<file path="config.mk">
export PLATFORM = sky130hd
export DESIGN_NAME = wb_cdb_arbiter
export DESIGN_NICKNAME = d
export VERILOG_FILES = /design/src/rtl/wb_cdb_arbiter.sv
export SDC_FILE = /design/constraint.sdc
export NUM_CORES = 1
export LEC_CHECK = 0
export ABC_AREA = 1
export CORE_UTILIZATION = 36
export CTS_CLUSTER_SIZE = 12
export DETAILED_ROUTE_END_ITERATION = 12
export HOLD_SLACK_MARGIN = 0.15
export PLACE_DENSITY_LB_ADDON = 0.15
export SLEW_MARGIN = 20
export SYNTH_ARGS = -nofsm -noshare
export SYNTH_HDL_FRONTEND = slang
export SYNTH_SLANG_ARGS = --single-unit
</file>
<file path="constraint.sdc">
create_clock -name clk -period 2.9 [get_ports clk]
set_input_delay 0.87 -clock clk [delete_from_list [all_inputs] [get_ports clk]]
set_output_delay 0.87 -clock clk [all_outputs]
set_load 0.02 [all_outputs]
</file>
<file path="src/rtl/wb_cdb_arbiter.sv">
// -----------------------------------------------------------------------------
// wb_cdb_arbiter
//
// Purpose:
//   Shares the single writeback / CDB port among the functional units
//   (ALU=0, BR=1, LSU=2). Each FU offers a completed result with valid/ready.
//   At most one FU is granted per cycle. The granted result goes into a 1-entry
//   registered output slot that drives the PRF write, the CDB broadcast and ROB
//   completion.
//   Grants are round-robin. A requester that has waited STARVE_LIMIT cycles is
//   force-granted ahead of the round-robin choice. A branch-mispredict flush
//   empties the slot and blocks grants for that cycle.
//
// Ports:
//   clk, reset            clock; synchronous active-high reset
//   flush_i               recovery flush: drop the held result, no grant
//   fu_valid_i/fu_ready_o per-FU handshake (fu_ready_o is one-hot or zero)
//   fu_tag_i/preg/data/mispred_i
//                         per-FU result fields, FU i at [i*W +: W]
//   wb_valid_o/wb_ready_i output slot handshake
//   wb_tag/preg/data/src_fu/mispred_o
//                         fields of the held result
// -----------------------------------------------------------------------------
module wb_cdb_arbiter #(
   parameter int NUM_FU       = 3,
   parameter int DATA_W       = 32,
   parameter int TAG_W        = 4,
   parameter int PREG_W       = 6,
   parameter int STARVE_LIMIT = 4
) (
   input  logic                       clk,
   input  logic                       reset,
   input  logic                       flush_i,
   input  logic [NUM_FU-1:0]          fu_valid_i,
   output logic [NUM_FU-1:0]          fu_ready_o,
   input  logic [NUM_FU*TAG_W-1:0]    fu_tag_i,
   input  logic [NUM_FU*PREG_W-1:0]   fu_preg_i,
   input  logic [NUM_FU*DATA_W-1:0]   fu_data_i,
   input  logic [NUM_FU-1:0]          fu_mispred_i,
   output logic                       wb_valid_o,
   input  logic                       wb_ready_i,
   output logic [TAG_W-1:0]           wb_tag_o,
   output logic [PREG_W-1:0]          wb_preg_o,
   output logic [DATA_W-1:0]          wb_data_o,
   output logic [$clog2(NUM_FU)-1:0]  wb_src_fu_o,
   output logic                       wb_mispred_o
);

   localparam int SRC_W = $clog2(NUM_FU);
   localparam logic [3:0] AGE_LIMIT = 4'(STARVE_LIMIT);

   logic                slot_free;
   logic [NUM_FU-1:0]   grant;
   logic                grant_any;
   logic [SRC_W-1:0]    grant_idx;
   int                  rr_dist;

   logic                wb_valid_q, wb_valid_d;
   logic [TAG_W-1:0]    wb_tag_q, wb_tag_d;
   logic [PREG_W-1:0]   wb_preg_q, wb_preg_d;
   logic [DATA_W-1:0]   wb_data_q, wb_data_d;
   logic [SRC_W-1:0]    wb_src_fu_q, wb_src_fu_d;
   logic                wb_mispred_q, wb_mispred_d;
   logic [SRC_W-1:0]    rr_ptr_q, rr_ptr_d;
   logic [3:0]          age_q [NUM_FU];
   logic [3:0]          age_d [NUM_FU];

   // The slot can take a new result when it is empty or is being drained this cycle.
   assign slot_free = !wb_valid_q || wb_ready_i;

   // Starved requesters (lowest index first) beat round-robin. The round-robin
   // scan walks distances 0..NUM_FU-1 from rr_ptr. This keeps every vector
   // index a loop constant.
   always_comb begin
      grant_any = 1'b0;
      grant_idx = '0;
      rr_dist   = 0;
      if (!reset && !flush_i && slot_free) begin
         for (int i = 0; i < NUM_FU; i++) begin
            if (!grant_any && fu_valid_i[i] && age_q[i] == AGE_LIMIT) begin
               grant_any = 1'b1;
               grant_idx = SRC_W'(i);
            end
         end
         for (int d = 0; d < NUM_FU; d++) begin
            for (int i = 0; i < NUM_FU; i++) begin
               rr_dist = i - int'(rr_ptr_q);
               if (rr_dist < 0) begin
                  rr_dist = rr_dist + NUM_FU;
               end
               if (!grant_any && fu_valid_i[i] && rr_dist == d) begin
                  grant_any = 1'b1;
                  grant_idx = SRC_W'(i);
               end
            end
         end
      end
      grant = '0;
      for (int i = 0; i < NUM_FU; i++) begin
         grant[i] = grant_any && (grant_idx == SRC_W'(i));
      end
   end

   assign fu_ready_o = grant;

   // Slot update priority: flush, then a new grant, then a drain with no refill.
   always_comb begin
      wb_valid_d   = wb_valid_q;
      wb_tag_d     = wb_tag_q;
      wb_preg_d    = wb_preg_q;
      wb_data_d    = wb_data_q;
      wb_src_fu_d  = wb_src_fu_q;
      wb_mispred_d = wb_mispred_q;
      rr_ptr_d     = rr_ptr_q;
      if (flush_i) begin
         wb_valid_d = 1'b0;
      end else if (grant_any) begin
         wb_valid_d  = 1'b1;
         wb_src_fu_d = grant_idx;
         for (int i = 0; i < NUM_FU; i++) begin
            if (grant[i]) begin
               wb_tag_d     = fu_tag_i[i*TAG_W +: TAG_W];
               wb_preg_d    = fu_preg_i[i*PREG_W +: PREG_W];
               wb_data_d    = fu_data_i[i*DATA_W +: DATA_W];
               wb_mispred_d = fu_mispred_i[i];
            end
         end
         rr_ptr_d = (grant_idx == SRC_W'(NUM_FU - 1)) ? '0 : grant_idx + SRC_W'(1);
      end else if (wb_ready_i && wb_valid_q) begin
         wb_valid_d = 1'b0;
      end
      // An age counts only the cycles a still-valid requester is refused.
      for (int i = 0; i < NUM_FU; i++) begin
         if (flush_i || grant[i] || !fu_valid_i[i]) begin
            age_d[i] = '0;
         end else if (age_q[i] < AGE_LIMIT) begin
            age_d[i] = age_q[i] + 4'd1;
         end else begin
            age_d[i] = age_q[i];
         end
      end
   end

   always_ff @(posedge clk) begin
      if (reset) begin
         wb_valid_q   <= 1'b0;
         wb_tag_q     <= '0;
         wb_preg_q    <= '0;
         wb_data_q    <= '0;
         wb_src_fu_q  <= '0;
         wb_mispred_q <= 1'b0;
         rr_ptr_q     <= '0;
         for (int i = 0; i < NUM_FU; i++) begin
            age_q[i] <= '0;
         end
      end else begin
         wb_valid_q   <= wb_valid_d;
         wb_tag_q     <= wb_tag_d;
         wb_preg_q    <= wb_preg_d;
         wb_data_q    <= wb_data_d;
         wb_src_fu_q  <= wb_src_fu_d;
         wb_mispred_q <= wb_mispred_d;
         rr_ptr_q     <= rr_ptr_d;
         for (int i = 0; i < NUM_FU; i++) begin
            age_q[i] <= age_d[i];
         end
      end
   end

   assign wb_valid_o   = wb_valid_q;
   assign wb_tag_o     = wb_tag_q;
   assign wb_preg_o    = wb_preg_q;
   assign wb_data_o    = wb_data_q;
   assign wb_src_fu_o  = wb_src_fu_q;
   assign wb_mispred_o = wb_mispred_q;

endmodule

</file>
==> impl_results.md, run 1 <==
* Status: finished with violations
* Failing checks: negative setup slack
* Mean Syn Cell Area at about 6.4 um^2
* Area of the multi-input gates at 1873 um^2
* DR iter-0 viols at 163
* Post-Syn Area at 3590 um^2
* Worst setup SP type: primary input
* CP required at 2.03 ns
* Static Leak at between 2 and 3 nW
* Net count after synthesis at roughly 700
* CP max FO at 3
* Number of global-route vias before repair at 4341
* Final Hold Fails at 0
* Total Wirelength at around 13 mm
* Crit Path Category: primary input to primary output
* Post-synthesis sequential area ratio at 33.46%
* Die area at 10370 um^2
* Endpoint type of the worst setup path: primary output
* Crit path from: fu_valid_i[0]
* DRC errors left at 0
* Initial antenna violation count at 0
* DR pass1 iterations at 5
* Commonest cells after routing, fill and taps aside: 175 x clkdlybuf4s50_1, 108 x inv_1, 96 x a21oi_1
* Synth unique cells at 25
* Clk sinks at 60
* Primary FF master, synth: dfxtp_1
* Minimum clock period at 3.144 ns
* DR vias at roughly 4500
* Grt total ovfl at 0
* Hold_sp: wb_src_fu_o[0]
* Largest net degree at the start of global routing at 49
* Antenna diodes at 0
* Clock root buffer: clkbuf_8
* Inserted Clock Buffers at 9
* Max-cap check violation count at 0
* Worst slack, placed at -1.034 ns
* Post-Synthesis Cells at 560
* Hold buffers post-CTS at 0
* Layout Skew at just under 0.01 ns
* Number of routed nets with antenna violations at 0
* GRT Overall Usage at 24.41%
* Final GP Congestion at 0.8254
* TritonCTS clock tree: done
* Row count at 36
* Reg2Reg Launch Point: age_q[0][5]
* Die extent in x at 101.9 um
* Total power at 0.002369 W
* Die H at 101.9 um
* Global-route wire length before repair at 19.73 mm
* Core Area at 9729 um^2
* Inst Count DP at 875
* Htree depth at 3
* FF+latch area at between 1000 and 1500 um^2
* Most common cell after layout, fill and taps aside: clkdlybuf4s50_1
* Worst-path clk slew at roughly 0.07 ns
* DP HPWL at 8.925 mm
* Ports at about 190
* Setup ws final at -0.2439 ns
* Pwr dens at 386.8 nW/um^2
* Slew @ Worst Pin at 0.5742 ns
* Post-synth EDFFs at 0
* Ys async rst share at 0%
* Peak VDD IR at ~190 uV
* Vias per inst at between 4 and 5
* YS warnings at 0
* Final setup viols at 3
* Nets at 918
* Clock Path Buffers at 2
* Fill cells at 895
* Slew headroom at 61.72%
* Hold_ws at 0.4593 ns
* Ratio of cells with drive above 1 in the final layout at 14.29%
* Fin crit share at 108.4%
* Clock Latency Late Sink at around 0.33 ns
* Post-DR wirelength/cell at between 10 and 15 um
* Synthesis-stage register bit count at 60
* Achievable clock frequency at 0.3181 GHz
* RSZ-0062 raised after global routing: true
* Worst EP arrival at 2.27 ns
* Hold Crit Class: register to register
* Non-filler cells, final at 910
* Port bufs at approximately 180
* Max-slew violations at 0
* Initial Util at a little under two fifths
* Area growth syn-to-layout at 70.62%
[synthesized netlist by cell type, types with 4 or more instances]
cell type / count / area (um^2)
nand3_1: 89 / 445.4
nand2_1: 66 / 247.7
clkbuf_1: 14 / 52.55
nand2_2: 5 / 31.28
buf_4: 4 / 30.03
ha_1: 8 / 100.1
inv_1: 115 / 431.7
dfxtp_1: 60 / 1201
buf_2: 10 / 50.05
nor2_1: 27 / 101.4
a21oi_1: 96 / 480.5
o21ai_0: 44 / 220.2
[worst max-delay path: stages]
cell and delay [ns]:
buf_8 0.08, inv_4 0.03, nor2_2 0.09, nand2_2 0.09
nand2_4 0.08, nor2_4 0.04, buf_4 0.12, nand2_1 0.08
o22ai_1 0.09, a21o_1 0.17, inv_1 0.07, nand2_2 0.08
nor2_1 0.11, nand2_1 0.09, inv_2 0.06, buf_6 0.10
[worst paths after layout]
kind / slack (ns) / cells past startpoint / end
min reg2reg: 0.46 / 2 / wb_src_fu_o[0]
min: 0.46 / 2 / wb_src_fu_o[0]
max: -0.24 / 16 / fu_ready_o[0]
max reg2reg: 0.08 / 16 / wb_preg_o[0]
[cell type report]
cell class	instances	area share (%)
repair buffers	237	37.20
clock inverters	3	0.2451
flip-flops and latches	60	19.67
clock buffers	11	2.308
inverters	116	7.273
well taps	133	2.717
multi-input cells	350	30.58
[state kept, by name, indices dropped and copies added, names as in the netlist]
register and flops:
age_q 12, rr_ptr_q 2, wb_data_o 32, wb_mispred_o 1, wb_preg_o 6, wb_src_fu_o 2, wb_tag_o 4, wb_valid_o 1
[report_power, final]
group / internal, W / switching, W
clock: 0.000320 / 0.000314
combinational: 0.000418 / 0.000407
sequential: 0.000882 / 0.0000282
total: 0.00162 / 0.000749
[layer usage]
metal	GRT usage (%)	share of wire, %	vias to the layer above
met1	26.26	39	2050
met3	5.746	8.8	26
met2	45.37	50	201
met5	0	0	-
met4	10.88	2.4	0
li1	-	-	2214
[through the flow]
stage	util, %	instance area (um^2)	TNS, ns
after floorplan	-	3615	0
after global placement	58.56	5698	-29.53
after detailed placement	58.56	5698	-37.68
after CTS	61.37	5971	-0.3996
after global routing	62.95	6125	-4.737
final	62.95	6125	-0.4202
[what timing repair did]
action / CTS / global route
gates resized for setup: 41 / 26
buffers inserted: 12 / 9
endpoints found under the setup margin: 47 / 46
pin swaps: 14 / 17
[kinds of logic after synthesis]
family	count (synthesis)	share of synthesized area, %
xor gates and xnor gates	3	0.7321
DFF	60	33.46
and+or+nand+nor	196	25.83
adders and majority gates	8	2.789
buffers and inverters	150	17.08
AOI/OAI and AO/OA	143	20.11
(Power assumes the default switching activity.)
==> run 2: changes to the inputs <==
CAP_MARGIN = 5   (was unset)
CORE_UTILIZATION = 40   (was 36)
clock period = 3.6 ns   (was 2.9 ns; I/O delays follow)
==> impl_results.md, run 2 (synthesized netlist as in run 1, its figures left out) <==
* Slew @ Worst Pin at 0.5699 ns (-0.004358 ns)
* Htree depth at 3 (unchanged)
* RSZ-0062 raised after global routing: true
* Achievable clock frequency at ~0.28 GHz
* Slew headroom at 62.01% (+0.29 points)
* Reg-to-reg setup timing slack at 0.31 ns (+0.23 ns)
* GRT Overall Usage at 26.58% (+2.2 points)
* CP max FO at 4 (+1)
* Grt total ovfl at 0 (unchanged)
* Worst-path clk slew at 0.08 ns (about the same)
* Number of routed nets with antenna violations at 0 (unchanged)
* Fill cells at 738 (-18%)
* Minimum clock period at 3.555 ns
* Worst setup SP type: primary input
* CP required at 3.82 ns (+1.79 ns)
* Clock Latency Late Sink at 0.32 ns (about the same)
* Max-cap check violation count at 0 (unchanged)
* Cell mode on critical path: buf_4
* Hold EP: wb_src_fu_o[0]
* Largest register FFs at 32 (unchanged)
* Clk sinks at 60 (unchanged)
* Reg2reg end: age_q[0][2]
* Number of global-route vias before repair at 4423 (+1.9%)
* Crit-path cells: clkdlybuf4s50_1 -> nor2_2 -> inv_1 -> nor2_4 -> nand2_2 -> nor2_2 -> nand2_2 -> buf_4 -> buf_4 -> buf_4 -> buf_4 -> buf_4 -> buf_4 -> buf_4 -> buf_4 -> buf_4 -> buf_4 -> buf_4 -> buf_4 -> nand2_4 -> nor2_1
* Crit path from: reset
* Most common cell after layout, fill and taps aside: clkdlybuf4s50_1
* Hold Crit Class: register to register
* Worst EP arrival at 3.78 ns (+1.51 ns)
* Row count at 34 (-5.6%)
* Setup ws final at 0.04529 ns (+0.2892 ns)
* Nets at 912 (-0.65%)
* Commonest cells after routing, fill and taps aside: 178 x clkdlybuf4s50_1, 114 x inv_1, 96 x a21oi_1
* Clock Path Buffers at 2 (unchanged)
* Slowest-stage cell, CP: clkdlybuf4s50_1
* Port bufs at 184 (unchanged)
* WHS Path Cells at 2 (unchanged)
* Area growth syn-to-layout at 66.82%
* DRC errors left at 0 (unchanged)
* Ports at 185 (unchanged)
* Die area at 9357 um^2 (-9.8%)
* Static Leak at 2.928 nW (-2.0%)
* Final GP Congestion at 0.8326 (+0.87%)
* Worst slack, placed at -0.7404 ns (+0.2938 ns)
* Layout Skew at 0.01131 ns (+0.001435 ns)
* Fin crit share at 98.74%
* Vias per inst at 5.006 (+1.4%)
* Reg2Reg Launch Point: age_q[0][4]
* Largest net degree at the start of global routing at 49 (unchanged)
* Final Hold Fails at 0 (unchanged)
* DP HPWL at 8.566 mm (-4.0%)
* Max stage delay on crit path at 0.43 ns (+0.26 ns)
* R2R cell count at 27 (+11)
* Core Area at 8721 um^2 (-10%)
* Die H at 96.73 um (-5.0%)
* Global-route wire length before repair at 20.44 mm (+3.6%)
* Initial Util at 41.16% (+4.3 points)
* Peak VDD IR at 197.9 uV (+3.4%)
* Hold_sp: wb_src_fu_o[0]
* Post-DR wirelength/cell at 14.31 um (-0.21%)
* Hold buffers post-CTS at 0 (unchanged)
* Crit Path Category: primary input to register
* Die extent in x at 96.73 um (-5.0%)
* Antenna diodes at 0 (unchanged)
* Ratio of cells with drive above 1 in the final layout at 12.16% (-2.1 points)
* Inserted Clock Buffers at 9 (unchanged)
* Final setup viols at 0 (-3)
* Total Wirelength at 12.61 mm (-3.4%)
* Initial antenna violation count at 0 (unchanged)
* Status: completed
* TritonCTS clock tree: done
* Pwr dens at 342.4 nW/um^2 (-11%)
* DR vias at 4410 (-1.8%)
* DR iter-0 viols at 175 (+7.4%)
* Endpoint type of the worst setup path: register
* Clock root buffer: clkbuf_8
* DR pass1 iterations at 4 (-1)
* Util after Layout at 68.67% (+5.7 points)
* Max-slew violations at 0 (unchanged)
[run 2: changes by cell type in the layout (fill, tap and decap cells not counted), moves of 4 or more]
| cell | before | now |
|---|---|---|
| buf_6 | 7 | 1 |
| ha_1 | 4 | 8 |
| inv_1 | 108 | 114 |
| buf_2 | 0 | 4 |
| nand2_4 | 7 | 3 |
[run 2: worst max-delay path: cells and delay by family]
kind | cells | cell delay [ns]
simple gates | 7 | 0.67
buf+inv | 14 | 2.02
[run 2: final cells by class]
class / count / area, um^2 / share of cell area, %
Clock buffer: 11 / 141.4 / 2.361
Clock inverter: 5 / 75.07 / 1.254
Inverter: 116 / 435.4 / 7.271
Multi-Input combinational cell: 350 / 1827 / 30.51
Sequential cell: 60 / 1201 / 20.06
Tap cell: 108 / 135.1 / 2.257
Timing Repair Buffer: 231 / 2173 / 36.29
[run 2: worst max path at each step]
stage | cells after the start | end | slack, ns
after floorplan | 12 | fu_ready_o[2] | 0.19
after global placement | 15 | fu_ready_o[0] | -0.67
after detailed placement | 15 | fu_ready_o[0] | -0.74
after CTS | 14 | fu_ready_o[0] | 0.001
after global routing | 21 | age_q[0][0] | -0.04
final | 21 | age_q[0][2] | 0.05
[run 2: power breakdown]
group          total (W)  internal, W  leakage, nW  switching, W
combinational   0.000650     0.000328         2.32      0.000321
sequential      0.000734     0.000710        0.492     0.0000235
clock           0.000667     0.000406        0.113      0.000261
[run 2: repair_timing]
action	CTS	global route
pin swaps	9	10
buffers inserted	19	3
resized for setup	28	14
endpoints found under the setup margin	3	8
[run 2: through the flow]
stage / hold WS (ns) / total power (W) / area [um^2] / setup TNS, ns / instances
after floorplan: 0.4441 / 0.001039 / 3590 / 0 / 560
after global placement: 0.4470 / 0.001349 / 5579 / -1.922 / 843
after detailed placement: 0.4580 / 0.001358 / 5579 / -4.901 / 843
after CTS: 0.4684 / 0.002054 / 5926 / 0 / 878
after global routing: 0.4864 / 0.002151 / 5988 / -0.1657 / 881
final: 0.4728 / 0.002051 / 5988 / 0 / 881
[run 2: metal layers]
| layer | GRT usage [%] | share of wire (%) |
|---|---|---|
| met1 | 29.74 | 40 |
| met2 | 48.27 | 52 |
| met3 | 7.225 | 7.1 |
| met4 | 8.955 | 0.98 |
| met5 | 0 | 0 |
==> run 3: changes to the inputs <==
GPL_TIMING_DRIVEN = 0   (was unset)
SLEW_MARGIN = 10   (was 20)
==> impl_results.md, run 3 (synthesized netlist as in run 1, its figures left out) <==
* DRC errors left at 0 (unchanged)
* Die H at 96.73 um (unchanged)
* Final setup viols at 0 (unchanged)
* Clock Latency Late Sink at 0.33 ns (about the same)
* WHS Path Cells at 2 (unchanged)
* Inserted Clock Buffers at 9 (unchanged)
* Cell Area, Placed at 5567 um^2 (-0.22%)
* Worst-path clk slew at 0.07 ns (about the same)
* DR pass1 iterations at 5 (+1)
* Endpoint type of the worst setup path: primary output
* Static Leak at 2.943 nW (+0.52%)
* Slew @ Worst Pin at 0.4648 ns (-0.1050 ns)
* Die area at 9357 um^2 (unchanged)
* TritonCTS clock tree: done
* Hold Crit Class: register to register
* Final Hold Fails at 0 (unchanged)
* Worst EP arrival at 2.51 ns (-1.27 ns)
* Wire length on met2 at 6.133 mm (-5.5%)
* Number of global-route vias before repair at 4252 (-3.9%)
* Slew headroom at 69.01% (+7.0 points)
* RSZ-0062 raised after global routing: true
* Clk sinks at 60 (unchanged)
* Status: completed
* Commonest cells after routing, fill and taps aside: 177 x clkdlybuf4s50_1, 109 x inv_1, 96 x a21oi_1
* Setup ws final at 0.005986 ns (-0.03930 ns)
* Crit Path Category: primary input to primary output
* DR vias at 4529 (+2.7%)
* Hold buffers post-CTS at 0 (unchanged)
* Max-cap check violation count at 0 (unchanged)
* Total Wirelength at 12.70 mm (+0.73%)
* CP max FO at 6 (+2)
* Htree depth at 3 (unchanged)
* CP required at 2.52 ns (-1.30 ns)
* Fill cells at 730 (-1.1%)
* Row count at 34 (unchanged)
* Max-slew violations at 0 (unchanged)
* Vias per inst at 5.049 (+0.87%)
* Met3 WL at 1.046 mm (+17%)
* Post-DR wirelength/cell at 14.15 um (-1.1%)
* Clock Path Buffers at 2 (unchanged)
* Final GP Congestion at 0.8655 (+4.0%)
* Die extent in x at 96.73 um (unchanged)
* Ports at 185 (unchanged)
* Fin area at 6123 um^2 (+2.3%)
* Sum Neg Setup Slack at 0 ns (unchanged)
* Fin crit share at 99.83% (+1.1 points)
* Global-route wire length before repair at 19.91 mm (-2.6%)
* Achievable clock frequency at 0.2782 GHz (-1.1%)
* DP HPWL at 8.876 mm (+3.6%)
* Grt total ovfl at 0 (unchanged)
* Peak VDD IR at 236.5 uV (+20%)
* Port bufs at 184 (unchanged)
* Layout Skew at 0.01381 ns (+0.002504 ns)
* R2R cell count at 14 (-48%)
* Nets at 928 (+1.8%)
* Pwr dens at 339.4 nW/um^2 (-0.88%)
* Core Area at 8721 um^2 (unchanged)
* Most common cell after layout, fill and taps aside: clkdlybuf4s50_1
* Highest Signal Layer: met4
* GRT Overall Usage at 25.84% (-0.74 points)
* Clock root buffer: clkbuf_8
* Largest register FFs at 32 (unchanged)
* Area growth syn-to-layout at 70.58%
* Antenna diodes at 0 (unchanged)
* Ratio of cells with drive above 1 in the final layout at 12.42% (+0.26 points)
* Worst setup SP type: primary input
* Number of routed nets with antenna violations at 0 (unchanged)
* Initial antenna violation count at 0 (unchanged)
* Largest net degree at the start of global routing at 20 (-59%)
* Worst slack, placed at -1.151 ns (-0.4106 ns)
* Initial Util at 41.16% (unchanged)
* Util after Layout at 70.22% (+1.5 points)
* Minimum clock period at 3.594 ns (+0.03930 ns)
* M1 WL at 5.251 mm (+3.0%)
* DR iter-0 viols at 188 (+7.4%)
## run 3: timing repair
item / 4_1_cts / 5_1_grt
resized for setup: 47 / 23
cloned: 0 / 0
pin swaps: 14 / 13
setup buffers: 15 / 16
endpoints found under the setup margin: 3 / 3
## run 3: layout make-up
cell class                 instances  area (um^2)  share of cell area (%)
tap                              108        135.1                   2.207
timing repair buffer             215         2105                   34.37
multi-input combinational        350         1846                   30.14
inverter                         116        442.9                   7.233
buffer                            32        172.7                   2.820
clock inverter                     3        42.54                  0.6947
clock buffer                      13        178.9                   2.922
sequential                        60         1201                   19.62
## run 3: worst paths after layout
check | slack (ns) | start | end
setup / recovery | 0.006 | fu_valid_i[1] | fu_ready_o[1]
hold / removal | 0.47 | wb_src_fu_o[0] | wb_src_fu_o[0]
setup reg to reg | 0.95 | rr_ptr_q[0] | wb_preg_o[0]
hold reg to reg | 0.47 | wb_src_fu_o[0] | wb_src_fu_o[0]
## run 3: per-stage QoR
step / instances / hold WS [ns] / power (W)
floorplan: 560 / 0.4441 / 0.001039
global placement: 852 / 0.4526 / 0.001343
detailed placement: 852 / 0.4594 / 0.001350
CTS: 882 / 0.4710 / 0.002042
global route: 897 / 0.4992 / 0.002165
finish: 897 / 0.4692 / 0.002078
## run 3: report_power, final
group          total [W]  leakage (nW)  internal (W)  switching, W
registers       0.000735         0.492      0.000710     0.0000251
logic           0.000668          2.34      0.000340      0.000328
clock network   0.000675         0.112      0.000395      0.000280
total            0.00208          2.94       0.00144      0.000634
## run 3: routing by layer
| layer | up-vias | track usage [%] |
|---|---|---|
| met5 | - | 0 |
| met4 | 0 | 8.840 |
| met3 | 22 | 5.997 |
| met2 | 209 | 45.23 |
| met1 | 2062 | 30.90 |
| li1 | 2236 | - |
## run 3: worst max-delay path, stage by stage
cell,delay (ns)
buf_6,0.11
nand2_2,0.06
inv_2,0.04
nand2_1,0.08
nand2_2,0.09
buf_4,0.15
o31ai_2,0.25
nor2_2,0.10
nand2_4,0.11
nand2_4,0.06
buf_8,0.14
buf_8,0.13
clkinv_4,0.03
buf_6,0.10
